--- src/rtl/onewire_slave_phy.sv ---
// -----------------------------------------------------------------------------
// onewire_slave_phy
//   Bit-level 1-Wire slave physical layer. Detects reset pulses and answers
//   them with a presence pulse, samples write slots, and drives read-0 slots.
//   Supports standard and overdrive timing.
//
// Ports
//   clk        system clock (CLK_MHZ MHz)
//   nRst       synchronous active-low reset
//   IO_i       1-Wire bus level (asynchronous, synchronized internally)
//   IO_o       open-drain drive: 0 pulls the bus low, 1 releases it
//   od_set     one-cycle pulse: switch to overdrive timing
//   tx_en      next slot is a read slot
//   tx_bit     bit returned in a read slot (latched at the slot's falling edge)
//   reset_det  one-cycle pulse: a valid reset pulse ended
//   bit_valid  one-cycle pulse: bit_data holds a slot bit
//   bit_data   slot bit, meaningful while bit_valid=1
//   od_mode    1 = overdrive timing active
// -----------------------------------------------------------------------------
module onewire_slave_phy #(
   parameter int CLK_MHZ = 50
) (
   input  logic clk,
   input  logic nRst,
   input  logic IO_i,
   output logic IO_o,
   input  logic od_set,
   input  logic tx_en,
   input  logic tx_bit,
   output logic reset_det,
   output logic bit_valid,
   output logic bit_data,
   output logic od_mode
);

   // Sample point, read-0 release point and presence wait share one value.
   localparam logic [15:0] T_SLOT_STD = 16'(30 * CLK_MHZ);
   localparam logic [15:0] T_SLOT_OD  = 16'(3 * CLK_MHZ);
   localparam logic [15:0] T_PDL_STD  = 16'(120 * CLK_MHZ);
   localparam logic [15:0] T_PDL_OD   = 16'(12 * CLK_MHZ);
   localparam logic [15:0] T_RST_STD  = 16'(480 * CLK_MHZ);
   localparam logic [15:0] T_RST_OD   = 16'(48 * CLK_MHZ);

   typedef enum logic [1:0] {
      ST_IDLE,
      ST_LOW,
      ST_PRES_WAIT,
      ST_PRES_DRIVE
   } state_t;

   state_t      state_q, state_d;
   logic        sync1_q, sync1_d;
   logic        sync2_q, sync2_d;
   logic        prev_q, prev_d;
   logic [15:0] cnt_q, cnt_d;          // bus low time since the last fall
   logic [15:0] slot_q, slot_d;        // time since the last fall, any level
   logic [15:0] pres_q, pres_d;        // presence phase timer
   logic        read_q, read_d;        // latched tx_en
   logic        txb_q, txb_d;          // latched tx_bit
   logic        od_lat_q, od_lat_d;    // timing set for the current slot / presence
   logic        samp_pend_q, samp_pend_d;
   logic        io_o_q, io_o_d;
   logic        od_mode_q, od_mode_d;
   logic        reset_det_q, reset_det_d;
   logic        bit_valid_q, bit_valid_d;
   logic        bit_data_q, bit_data_d;

   logic        fall, rise;
   logic [15:0] t_slot, t_pdl;

   assign fall   = prev_q & ~sync2_q;
   assign rise   = ~prev_q & sync2_q;
   assign t_slot = od_lat_q ? T_SLOT_OD : T_SLOT_STD;
   assign t_pdl  = od_lat_q ? T_PDL_OD : T_PDL_STD;

   always_comb begin
      // NOTE: every *_d starts from a default so no path can infer a latch.
      sync1_d     = IO_i;
      sync2_d     = sync1_q;
      prev_d      = sync2_q;
      cnt_d       = cnt_q;
      slot_d      = slot_q;
      pres_d      = pres_q + 16'd1;
      state_d     = state_q;
      read_d      = read_q;
      txb_d       = txb_q;
      od_lat_d    = od_lat_q;
      samp_pend_d = samp_pend_q;
      io_o_d      = io_o_q;
      od_mode_d   = od_mode_q | od_set;
      reset_det_d = 1'b0;
      bit_valid_d = 1'b0;
      bit_data_d  = bit_data_q;

      if (fall)
         cnt_d = 16'd0;
      else if (!sync2_q && cnt_q != 16'hFFFF)
         cnt_d = cnt_q + 16'd1;

      if (fall)
         slot_d = 16'd0;
      else if (slot_q != 16'hFFFF)
         slot_d = slot_q + 16'd1;

      // The sample point is timed from the fall, so a short write-1 low that
      // has already ended is still sampled (as 1) at the sample point.
      if (samp_pend_q && slot_q == t_slot) begin
         bit_valid_d = 1'b1;
         bit_data_d  = read_q ? txb_q : sync2_q;
         samp_pend_d = 1'b0;
      end

      case (state_q)
         ST_IDLE: begin
            if (fall) begin
               state_d     = ST_LOW;
               read_d      = tx_en;
               txb_d       = tx_bit;
               od_lat_d    = od_mode_q;
               samp_pend_d = 1'b1;
               io_o_d      = ~(tx_en & ~tx_bit);
            end
         end

         ST_LOW: begin
            if (cnt_q == t_slot)
               io_o_d = 1'b1;
            if (rise) begin
               io_o_d = 1'b1;
               // The fall cycle is itself a low cycle that the cleared counter
               // does not count, hence the threshold minus one.
               if (cnt_q >= T_RST_STD - 16'd1) begin
                  state_d     = ST_PRES_WAIT;
                  reset_det_d = 1'b1;
                  bit_valid_d = 1'b0;
                  od_mode_d   = 1'b0;       // standard reset beats od_set
                  od_lat_d    = 1'b0;
                  samp_pend_d = 1'b0;
                  pres_d      = 16'd0;
               end else if (od_mode_q && cnt_q >= T_RST_OD - 16'd1) begin
                  state_d     = ST_PRES_WAIT;
                  reset_det_d = 1'b1;
                  bit_valid_d = 1'b0;
                  od_lat_d    = 1'b1;
                  samp_pend_d = 1'b0;
                  pres_d      = 16'd0;
               end else begin
                  state_d = ST_IDLE;
               end
            end
         end

         ST_PRES_WAIT: begin
            if (fall) begin
               // Master cut the presence short: treat it as a low period that
               // may still be a reset, but never deliver a bit from it.
               state_d  = ST_LOW;
               read_d   = 1'b0;
               txb_d    = 1'b0;
               od_lat_d = od_mode_q;
               io_o_d   = 1'b1;
            end else if (pres_q == t_slot - 16'd1) begin
               state_d = ST_PRES_DRIVE;
               io_o_d  = 1'b0;
               pres_d  = 16'd0;
            end
         end

         ST_PRES_DRIVE: begin
            // Our own drive shows up on IO_i; the bus is ignored here.
            if (pres_q == t_pdl - 16'd1) begin
               state_d = ST_IDLE;
               io_o_d  = 1'b1;
            end
         end

         default: begin
            state_d = ST_IDLE;
            io_o_d  = 1'b1;
         end
      endcase
   end

   // NOTE: state uses non-blocking assignments so every flop samples the
   // pre-edge values computed above, independent of statement order.
   always_ff @(posedge clk) begin
      if (!nRst) begin
         state_q     <= ST_IDLE;
         sync1_q     <= 1'b1;
         sync2_q     <= 1'b1;
         prev_q      <= 1'b1;
         cnt_q       <= 16'd0;
         slot_q      <= 16'd0;
         pres_q      <= 16'd0;
         read_q      <= 1'b0;
         txb_q       <= 1'b0;
         od_lat_q    <= 1'b0;
         samp_pend_q <= 1'b0;
         io_o_q      <= 1'b1;
         od_mode_q   <= 1'b0;
         reset_det_q <= 1'b0;
         bit_valid_q <= 1'b0;
         bit_data_q  <= 1'b0;
      end else begin
         state_q     <= state_d;
         sync1_q     <= sync1_d;
         sync2_q     <= sync2_d;
         prev_q      <= prev_d;
         cnt_q       <= cnt_d;
         slot_q      <= slot_d;
         pres_q      <= pres_d;
         read_q      <= read_d;
         txb_q       <= txb_d;
         od_lat_q    <= od_lat_d;
         samp_pend_q <= samp_pend_d;
         io_o_q      <= io_o_d;
         od_mode_q   <= od_mode_d;
         reset_det_q <= reset_det_d;
         bit_valid_q <= bit_valid_d;
         bit_data_q  <= bit_data_d;
      end
   end

   assign IO_o      = io_o_q;
   assign od_mode   = od_mode_q;
   assign reset_det = reset_det_q;
   assign bit_valid = bit_valid_q;
   assign bit_data  = bit_data_q;

endmodule

--- config.mk ---
export PLATFORM = sky130hd
export DESIGN_NAME = onewire_slave_phy
export DESIGN_NICKNAME = d
export VERILOG_FILES = /design/src/rtl/onewire_slave_phy.sv
export SDC_FILE = /design/constraint.sdc
export NUM_CORES = 1
export LEC_CHECK = 0
export CAP_MARGIN = 30
export CORE_MARGIN = 10
export CORE_UTILIZATION = 40
export CTS_CLUSTER_DIAMETER = 150
export DETAILED_ROUTE_END_ITERATION = 7
export DONT_BUFFER_PORTS = 1
export PLACE_DENSITY_LB_ADDON = 0.05
export SYNTH_ARGS = -nofsm -noshare
export SYNTH_HDL_FRONTEND = slang
export SYNTH_SLANG_ARGS = --single-unit
--- constraint.sdc ---
create_clock -name clk -period 2 [get_ports clk]
set_input_delay 0.3 -clock clk [delete_from_list [all_inputs] [get_ports clk]]
set_output_delay 0.3 -clock clk [all_outputs]
set_load 0.03 [all_outputs]
==> results.md, run 1 <==
- Seq pwr share: 49.9%
- Fin Setup TNS: 0 ps
- Static leakage: 1.29 nW
- Remaining global-route overflow: 0
- Antenna violations before repair: 0
- Category of the most critical setup path: reg -> reg
- Leading cell type in the layout, fill and taps excluded: sky130_fd_sc_hd__nor2_1
- Number of input and output port buffers inserted: 0
- P per Cell Area: 755 nW/µm²
- Flops & latches, synth: 62
- Hold_ws: 37.6 ps
- Post-layout power: 2.73 mW
- HPWL reported at the end of detailed placement: 4800 µm
- Cell repeated most along the worst path: sky130_fd_sc_hd__a31o_2
- P_sw: 751 µW
- Number of antenna cells inserted: 0
- Post-route clock period utilization: 95.1%
- Hold Fails Final Rpt: 0
- Share of synthesized registers carrying an async set or reset: 0%
- Highest attainable clock frequency: 526 MHz
- Post-synth EDFFs: 0
- Post-synthesis instance area: 3150 µm²
- Highest cell delay on the worst timing path: 370 ps
- Adder-Cell Fraction of Synth Area: 2.78%
- Inserted Clock Buffers: 9
- Cells on worst reg2reg path: 6
- Worst r2r dst: state_q[1]$_SDFFE_PN0P_
- CTS sink count: 62
- Flip-flop cell with the highest count after synthesis: sky130_fd_sc_hd__dfxtp_1
- CTS clock-pin slew for the worst setup and hold paths: 70 ps
- Kind of end point of the critical path: flip-flop
- Register-to-register setup slack: 100 ps
- Die Height: 109 µm
- Largest vdd supply drop: 375 µV
- Maximum root-to-sink buffer count: 2
- End point of the worst hold path: IO_o$_SDFFE_PN1P_
- Detail-routed via count per cell: 5.21
- Worst slew pin tran: 480 ps
- Global-route wire length before repair: 11400 µm
- Post-layout instance count excluding filler cells: 495
- Worst endpoint required time: 2240 ps
- H-tree levels: 3
- Hold Crit Class: in -> reg
- Startpoint of the worst setup timing path: cnt_q[3]$_SDFFE_PP0P_
- Crit path max fanout: 6
- Root buffer selected by CTS: sky130_fd_sc_hd__clkbuf_8
- Area added between synthesis and finish: 15.1%
- Finished layout cell area: 3620 µm²
- Unrepaired setup endpoints after global routing: false
- Final Wtd Congestion: 0.785
- DIE AREA: 11800 µm²
- MaxCap Viol Count: 0
- Total wirelength of the detailed-routed design: 6840 µm
- Clock latency on the worst-skew pair: 340 ps
- Post-CTS Setup Inserts: 0
- Number of placed instances, taps included: 480
- Final min period: 1900 ps
- Std-Cell Rows: 32
- CP delay by family, top: compound AO/OA/AOI/OAI gates
- Portion of total power attributed to the clock network: 35.6%
- Number of endpoints failing setup at the final stage: 0
- Slowest stage cell, crit path: sky130_fd_sc_hd__dfxtp_1
- Most used cells in the layout excluding fill and tap cells: sky130_fd_sc_hd__nor2_1, sky130_fd_sc_hd__dfxtp_1, sky130_fd_sc_hd__nand2_1
- Hold Path Origin: nRst
- Worst Hold Path Cells: 1
- Mean instance size in the synthesized netlist: 8.48 µm²
- Area of placed instances: 3400 µm²
- Total count of max-transition violations in the final report: 0
- Layout Nets: 402
- Total number of vias: 2581
- Cell count after synthesis: 371
- Remaining DRCs: 0
- Library cells used by synthesis: 61
- Die width: 109 µm
- Internal power of the cells: 1.98 mW
- Part of the Yosys area used for sequential elements: 39.5%
- Fraction of layout cells with a size suffix above 1: 14.5%
- TritonCTS clock tree: yes
- Initial cell density of the core: 40.9%
- Violation count after the first detailed-route iteration: 110
- Overall fraction of global-route tracks in use: 11.9%
- Fill cell instance count of the final layout: 794
- Part of the total power dissipated in combinational logic: 14.5%
- Critical Path AT: 2140 ps
- Via count of the first global-routing pass: 2399
- Compound-gate portion of the synthesized area: 11.2%
- Cell-by-cell trace of the critical path: and3_1 -> a31o_2 -> a211oi_2 -> nand2_2 -> a31o_2 -> o221a_2
- Antenna-violating nets left: 0
- Boundary Pins: 11
- Worst flop-to-flop path startpoint: cnt_q[3]$_SDFFE_PP0P_
- Core box area: 7690 µm²
- Critical path startpoint category: flip-flop
- Relative max-transition margin: 67.2%
- Combinational family with the most area after synthesis: simple AND/OR/NAND/NOR gates
- Xor-xnor portion of the synthesized cell area: 10.6%
- Mux contribution to synthesized area: 1.31%
- Fraction of the mapped netlist area in simple logic gates: 31.2%
- Status: finished clean
- Largest net degree at the start of global routing: 33
- Sum of buffers and inverters on the critical path: 0
- Mapped Nets: 384
- Switching Fraction: 27.5%
- Final worst clock skew: 8.38 ps
- Average wire length per cell after detail routing: 13.8 µm
- Yosys warning count: 0
- Detailed-router iteration count before antenna repair: 4
-- final cells by class --
type,count,area (µm²),share of cell area [%]
multi-input combinational,283,1850,51.1
clock buffer,14,163,4.49
timing repair buffer,22,190,5.25
sequential,62,1240,34.3
clock inverter,1,5.00,0.138
tap,102,128,3.53
inverter,11,41.3,1.14
-- metrics by stage --
stage          setup slack, ps  utilization [%]
6_report                  97.4             47.1
5_1_grt                   7.28             47.1
3_3_place_gp              64.9             44.2
3_5_place_dp              54.4             44.2
2_1_floorplan             94.7                -
4_1_cts                   35.7             46.4
-- worst max path at each step --
stage	endpoint	cells after the start
global placement	slot_q[7]$_SDFFE_PP0P_	6
floorplan	slot_q[7]$_SDFFE_PP0P_	7
global route	slot_q[7]$_SDFFE_PP0P_	6
finish	state_q[1]$_SDFFE_PN0P_	6
CTS	cnt_q[15]$_SDFFE_PP0P_	6
detailed placement	slot_q[7]$_SDFFE_PP0P_	6
-- state kept, by name, indices dropped and copies added, names as in the netlist --
register and cells:
pres_q 16, sync1_q 1, read_q 1, prev_d 1, bit_valid 1, bit_data 1
reset_det 1, od_mode 1, slot_q 16, prev_q 1, state_q 2, od_lat_q 1
txb_q 1, samp_pend_q 1, cnt_q 16, IO_o 1
-- synth_stat cells, types with 2 or more instances --
cell                         n  area (µm²)
sky130_fd_sc_hd__nor4bb_1    2        20.0
sky130_fd_sc_hd__and3_1      7        43.8
sky130_fd_sc_hd__clkbuf_1   10        37.5
sky130_fd_sc_hd__nor4_1      7        43.8
sky130_fd_sc_hd__a2111oi_0   3        26.3
sky130_fd_sc_hd__buf_2       3        15.0
sky130_fd_sc_hd__nor3b_1     6        45.0
sky130_fd_sc_hd__and4b_1     2        20.0
sky130_fd_sc_hd__and2_1      2        12.5
sky130_fd_sc_hd__nand4_1    15        93.8
sky130_fd_sc_hd__nor3_1     11        55.1
sky130_fd_sc_hd__o21ai_0     5        25.0
sky130_fd_sc_hd__nand3_1     9        45.0
sky130_fd_sc_hd__inv_1      11        41.3
sky130_fd_sc_hd__nor2_1     71         267
sky130_fd_sc_hd__a41o_1      2        20.0
sky130_fd_sc_hd__a211oi_1    3        22.5
sky130_fd_sc_hd__a22oi_1     2        15.0
sky130_fd_sc_hd__nand2b_1    8        50.1
sky130_fd_sc_hd__a21oi_1     8        40.0
sky130_fd_sc_hd__ha_1        7        87.6
sky130_fd_sc_hd__o221a_2     2        22.5
sky130_fd_sc_hd__a31o_2      2        17.5
sky130_fd_sc_hd__nand2_1    31         116
sky130_fd_sc_hd__xnor2_1    19         166
sky130_fd_sc_hd__nor2b_1     4        25.0
sky130_fd_sc_hd__a31oi_1     2        12.5
sky130_fd_sc_hd__and4_1      3        26.3
sky130_fd_sc_hd__dfxtp_1    62        1240
sky130_fd_sc_hd__xor2_1     19         166
sky130_fd_sc_hd__mux2i_1     3        30.0
-- per-layer routing --
metal  wire length, µm  global-route usage [%]  vias to the layer above
met3               343                    3.83                       10
met1              3360                    15.3                     1173
met4                98                    5.08                        0
li1                  -                       -                     1355
met5                 0                       0                        -
met2              3040                    18.1                       43
-- power groups by stage --
stage | Combinational, mW | Sequential [mW] | Clock (mW)
3_5_place_dp | 0.392 | 1.39 | 0
4_1_cts | 0.394 | 1.36 | 1.02
6_report | 0.397 | 1.36 | 0.973
2_1_floorplan | 0.300 | 1.37 | 0
5_1_grt | 0.454 | 1.37 | 1.06
3_3_place_gp | 0.395 | 1.39 | 0
-- logic make-up (layout without fill, tap and decap cells) --
kind of cell / Yosys count / after routing
AND/OR/NAND/NOR: 189 / 189
flip-flops: 62 / 62
AO/OA/AOI/OAI: 45 / 45
XOR/XNOR: 38 / 38
buffers and inverters: 26 / 48
adder cells (fa/ha/maj): 7 / 7
multiplexers: 4 / 4
-- repair_timing --
| item | in CTS | in global routing |
|---|---|---|
| hold buffers | 0 | 0 |
| gates resized for setup | 0 | 13 |
| endpoints found under the setup margin | 0 | 31 |
No activity file was read; power rests on OpenSTA's default activity.
==> run 2, diff against run 1 <==
--- a/config.mk
+++ b/config.mk
@@ -5,6 +5,7 @@
 export SDC_FILE = /design/constraint.sdc
 export NUM_CORES = 1
 export LEC_CHECK = 0
+export ABC_AREA = 1
 export CAP_MARGIN = 30
 export CORE_MARGIN = 10
 export CORE_UTILIZATION = 40
==> run 2 against run 1 <==
Sequential cell count unchanged. Global-route usage is 0.75 points higher. Highest routed layer unchanged. Non-clock buffer count fell by 18. First-iteration DRC count increased by 49%. Clock-buffer cell count down 4. Routed wire length up 17%. Hold slack got worse by 6.9 ps. Die area increased by 13%. Final area increased by 9.9%.
==> results.md, run 2 <==
- Status: finished clean (unchanged)
- Detailed-router iteration count before antenna repair: 5 (was 4)
- Main area contributors after synthesis: sky130_fd_sc_hd__dfxtp_1, sky130_fd_sc_hd__nand2_1, sky130_fd_sc_hd__inv_1 (was sky130_fd_sc_hd__dfxtp_1, sky130_fd_sc_hd__nor2_1, sky130_fd_sc_hd__xnor2_1)
- Antenna-violating nets left: 0 (unchanged)
- Register-to-register setup slack: 210 ps (was 100 ps)
- Hold_ws: 30.7 ps (was 37.6 ps)
- HPWL reported at the end of detailed placement: 5970 µm (was 4800 µm)
- Number of cells upsized or downsized after cts: 0 (unchanged)
- Hold Fails Final Rpt: 0 (unchanged)
- Kind of end point of the critical path: flip-flop (unchanged)
- Clock latency on the worst-skew pair: 350 ps (was 340 ps)
- Largest vdd supply drop: 270 µV (was 375 µV)
- Number of buffers inserted by hold repair at cts: 0 (unchanged)
- Inserted Clock Buffers: 9 (unchanged)
- Worst endpoint required time: 2280 ps (was 2240 ps)
- Most repeated cell in the gate-level netlist after synthesis: sky130_fd_sc_hd__nand2_1 (was sky130_fd_sc_hd__nor2_1)
- Worst slew pin tran: 601 ps (was 480 ps)
- Maximum root-to-sink buffer count: 2 (unchanged)
- Final Wtd Congestion: 0.849 (was 0.785)
- Number of endpoints failing setup at the final stage: 0 (unchanged)
- Static leakage: 1.61 nW (was 1.29 nW)
- Overall fraction of global-route tracks in use: 12.7% (was 11.9%)
- Most used cells in the layout excluding fill and tap cells: sky130_fd_sc_hd__nand2_1, sky130_fd_sc_hd__inv_1, sky130_fd_sc_hd__nor2_1 (was sky130_fd_sc_hd__nor2_1, sky130_fd_sc_hd__dfxtp_1, sky130_fd_sc_hd__nand2_1)
- Fraction of layout cells with a size suffix above 1: 14.7% (was 14.5%)
- Core box area: 8810 µm² (was 7690 µm²)
- CTS clock-pin slew for the worst setup and hold paths: 70 ps (about the same)
- Relative max-transition margin: 59.9% (was 67.2%)
- Unrepaired setup endpoints after global routing: false (unchanged)
- Detail-routed via count per cell: 4.80 (was 5.21)
- TritonCTS clock tree: yes (unchanged)
- Mean instance size in the synthesized netlist: 6.85 µm² (was 8.48 µm²)
- Crit path max fanout: 7 (was 6)
- Via count of the first global-routing pass: 3004 (was 2399)
- Mapped Nets: 546 (was 384)
- Fin Setup TNS: 0 ps (unchanged)
- Total number of vias: 3140 (was 2581)
- Largest net degree at the start of global routing: 17 (was 33)
- Pre-CTS setup slack: 108 ps (was 54.4 ps)
- Number of antenna cells inserted: 0 (unchanged)
- Total count of max-transition violations in the final report: 0 (unchanged)
- Antenna violations before repair: 0 (unchanged)
- Post-route met1 wirelength: 4130 µm (was 3360 µm)
- Die Height: 116 µm (was 109 µm)
- Category of the most critical setup path: reg -> reg (unchanged)
- Flip-flop cell with the highest count after synthesis: sky130_fd_sc_hd__dfxtp_1 (unchanged)
- MaxCap Viol Count: 0 (unchanged)
- Leading cell types by count after synthesis: sky130_fd_sc_hd__nand2_1, sky130_fd_sc_hd__inv_1, sky130_fd_sc_hd__nor2_1 (was sky130_fd_sc_hd__nor2_1, sky130_fd_sc_hd__dfxtp_1, sky130_fd_sc_hd__nand2_1)
- Critical Path AT: 2070 ps (was 2140 ps)
- Post-synthesis instance area: 3650 µm² (was 3150 µm²)
- Library cells used by synthesis: 40 (was 61)
- Share of synthesized registers carrying an async set or reset: 0% (unchanged)
- WL met3: 276 µm (was 343 µm)
- Amount of wire on met2 after detailed routing: 3440 µm (was 3040 µm)
- Global-route wire length before repair: 13800 µm (was 11400 µm)
- Remaining global-route overflow: 0 (unchanged)
- Hold Crit Class: in -> reg (unchanged)
- Layout Nets: 554 (was 402)
- Std-Cell Rows: 34 (was 32)
- Post-CTS Setup Inserts: 0 (unchanged)
- Area added between synthesis and finish: 8.84% (was 15.1%)
- Area share of the largest cell type after synthesis: 34.0% (was 39.5%)
- Leading cell type in the layout, fill and taps excluded: sky130_fd_sc_hd__nand2_1 (was sky130_fd_sc_hd__nor2_1)
- Initial cell density of the core: 41.5% (was 40.9%)
- Critical path startpoint category: flip-flop (unchanged)
- Die width: 116 µm (was 109 µm)
- Setup ws final: 213 ps (was 97.4 ps)
- Boundary Pins: 11 (unchanged)
- Root buffer selected by CTS: sky130_fd_sc_hd__clkbuf_8 (unchanged)
- Yosys warning count: 0 (unchanged)
- Dominant cell type by area after synthesis: sky130_fd_sc_hd__dfxtp_1 (unchanged)
- Flops & latches, synth: 62 (unchanged)
- Cell count after synthesis: 533 (was 371)
- Part of the Yosys area used for sequential elements: 34.0% (was 39.5%)
- Post-layout utilization of the core: 45.2% (was 47.1%)
- Violation count after the first detailed-route iteration: 164 (was 110)
- Final min period: 1790 ps (was 1900 ps)
- Highest attainable clock frequency: 560 MHz (was 526 MHz)
- Largest registers ranked by flip-flop count: cnt_q: 16 flops, pres_q: 16 flops, slot_q: 16 flops (unchanged)
- Post-synth EDFFs: 0 (unchanged)
- DIE AREA: 13400 µm² (was 11800 µm²)
- Post-layout power: 3.02 mW (was 2.73 mW)
- Remaining DRCs: 0 (unchanged)
- Post-route clock period utilization: 89.3% (was 95.1%)
- Total wirelength of the detailed-routed design: 7970 µm (was 6840 µm)
- Final worst clock skew: 10.2 ps (was 8.38 ps)
- Average wire length per cell after detail routing: 12.2 µm (was 13.8 µm)
- H-tree levels: 3 (unchanged)
- P per Cell Area: 760 nW/µm² (was 755 nW/µm²)
- Max layer used: met4 (unchanged)
- CTS sink count: 62 (unchanged)
- Number of input and output port buffers inserted: 0 (unchanged)
[run 2: power by group]
group	switching (mW)	internal (mW)
sequential	0.0829	1.30
combinational	0.364	0.192
clock	0.518	0.571
total	0.964	2.06
[run 2: kinds of logic after synthesis]
family                     Yosys count  share of synthesized area [%]
AOI/OAI and AO/OA                   59                           8.94
buffers and inverters               90                           10.6
xor gates and xnor gates            20                           4.79
DFF                                 62                           34.0
adders and majority gates            7                           2.40
and+or+nand+nor                    295                           39.3
[run 2: final cells by class]
| type | count | area [µm²] |
|---|---|---|
| clock buffer | 10 | 128 |
| clock inverter | 6 | 62.6 |
| fill | 913 | 4830 |
| inverter | 82 | 313 |
| multi-input combinational | 382 | 2060 |
| sequential | 62 | 1240 |
| tap | 108 | 135 |
| timing repair buffer | 4 | 30.0 |
[run 2: worst paths after layout]
| path | from | end | cells after the start |
|---|---|---|---|
| worst min-delay path | nRst | prev_q$_SDFF_PN1_ | 1 |
| worst max-delay path | cnt_q[0]$_SDFFE_PP0P_ | pres_q[6]$_SDFF_PN0_ | 12 |
| worst min register to register | sync1_q$_SDFF_PN1_ | prev_d$_SDFF_PN1_ | 1 |
| worst max register to register | cnt_q[0]$_SDFFE_PP0P_ | pres_q[6]$_SDFF_PN0_ | 12 |
[run 2: worst max-delay path, stage by stage (launching register included)]
cell                      delay, ps
sky130_fd_sc_hd__dfxtp_2        340
sky130_fd_sc_hd__ha_2           190
sky130_fd_sc_hd__nand2_1        130
sky130_fd_sc_hd__nor2_4          60
sky130_fd_sc_hd__nand2_2         70
sky130_fd_sc_hd__nand2_1         60
sky130_fd_sc_hd__a21oi_2        200
sky130_fd_sc_hd__nand2_2        100
sky130_fd_sc_hd__nand2_2         70
sky130_fd_sc_hd__nand2_2         50
sky130_fd_sc_hd__nand2_2        210
sky130_fd_sc_hd__nand2_8        150
sky130_fd_sc_hd__nor2_4         100
[run 2: per-stage QoR]
step / area, µm² / std cells
after CTS: 3940 / 653
after floorplan: 3650 / 533
after global placement: 3740 / 637
after detailed placement: 3740 / 637
final: 3980 / 654
after global routing: 3980 / 654
[run 2: per-layer routing]
metal | global-route usage, % | vias to the layer above
li1 | - | 1702
met5 | 0 | -
met2 | 19.0 | 32
met1 | 17.2 | 1395
met3 | 2.58 | 11
met4 | 5.66 | 0
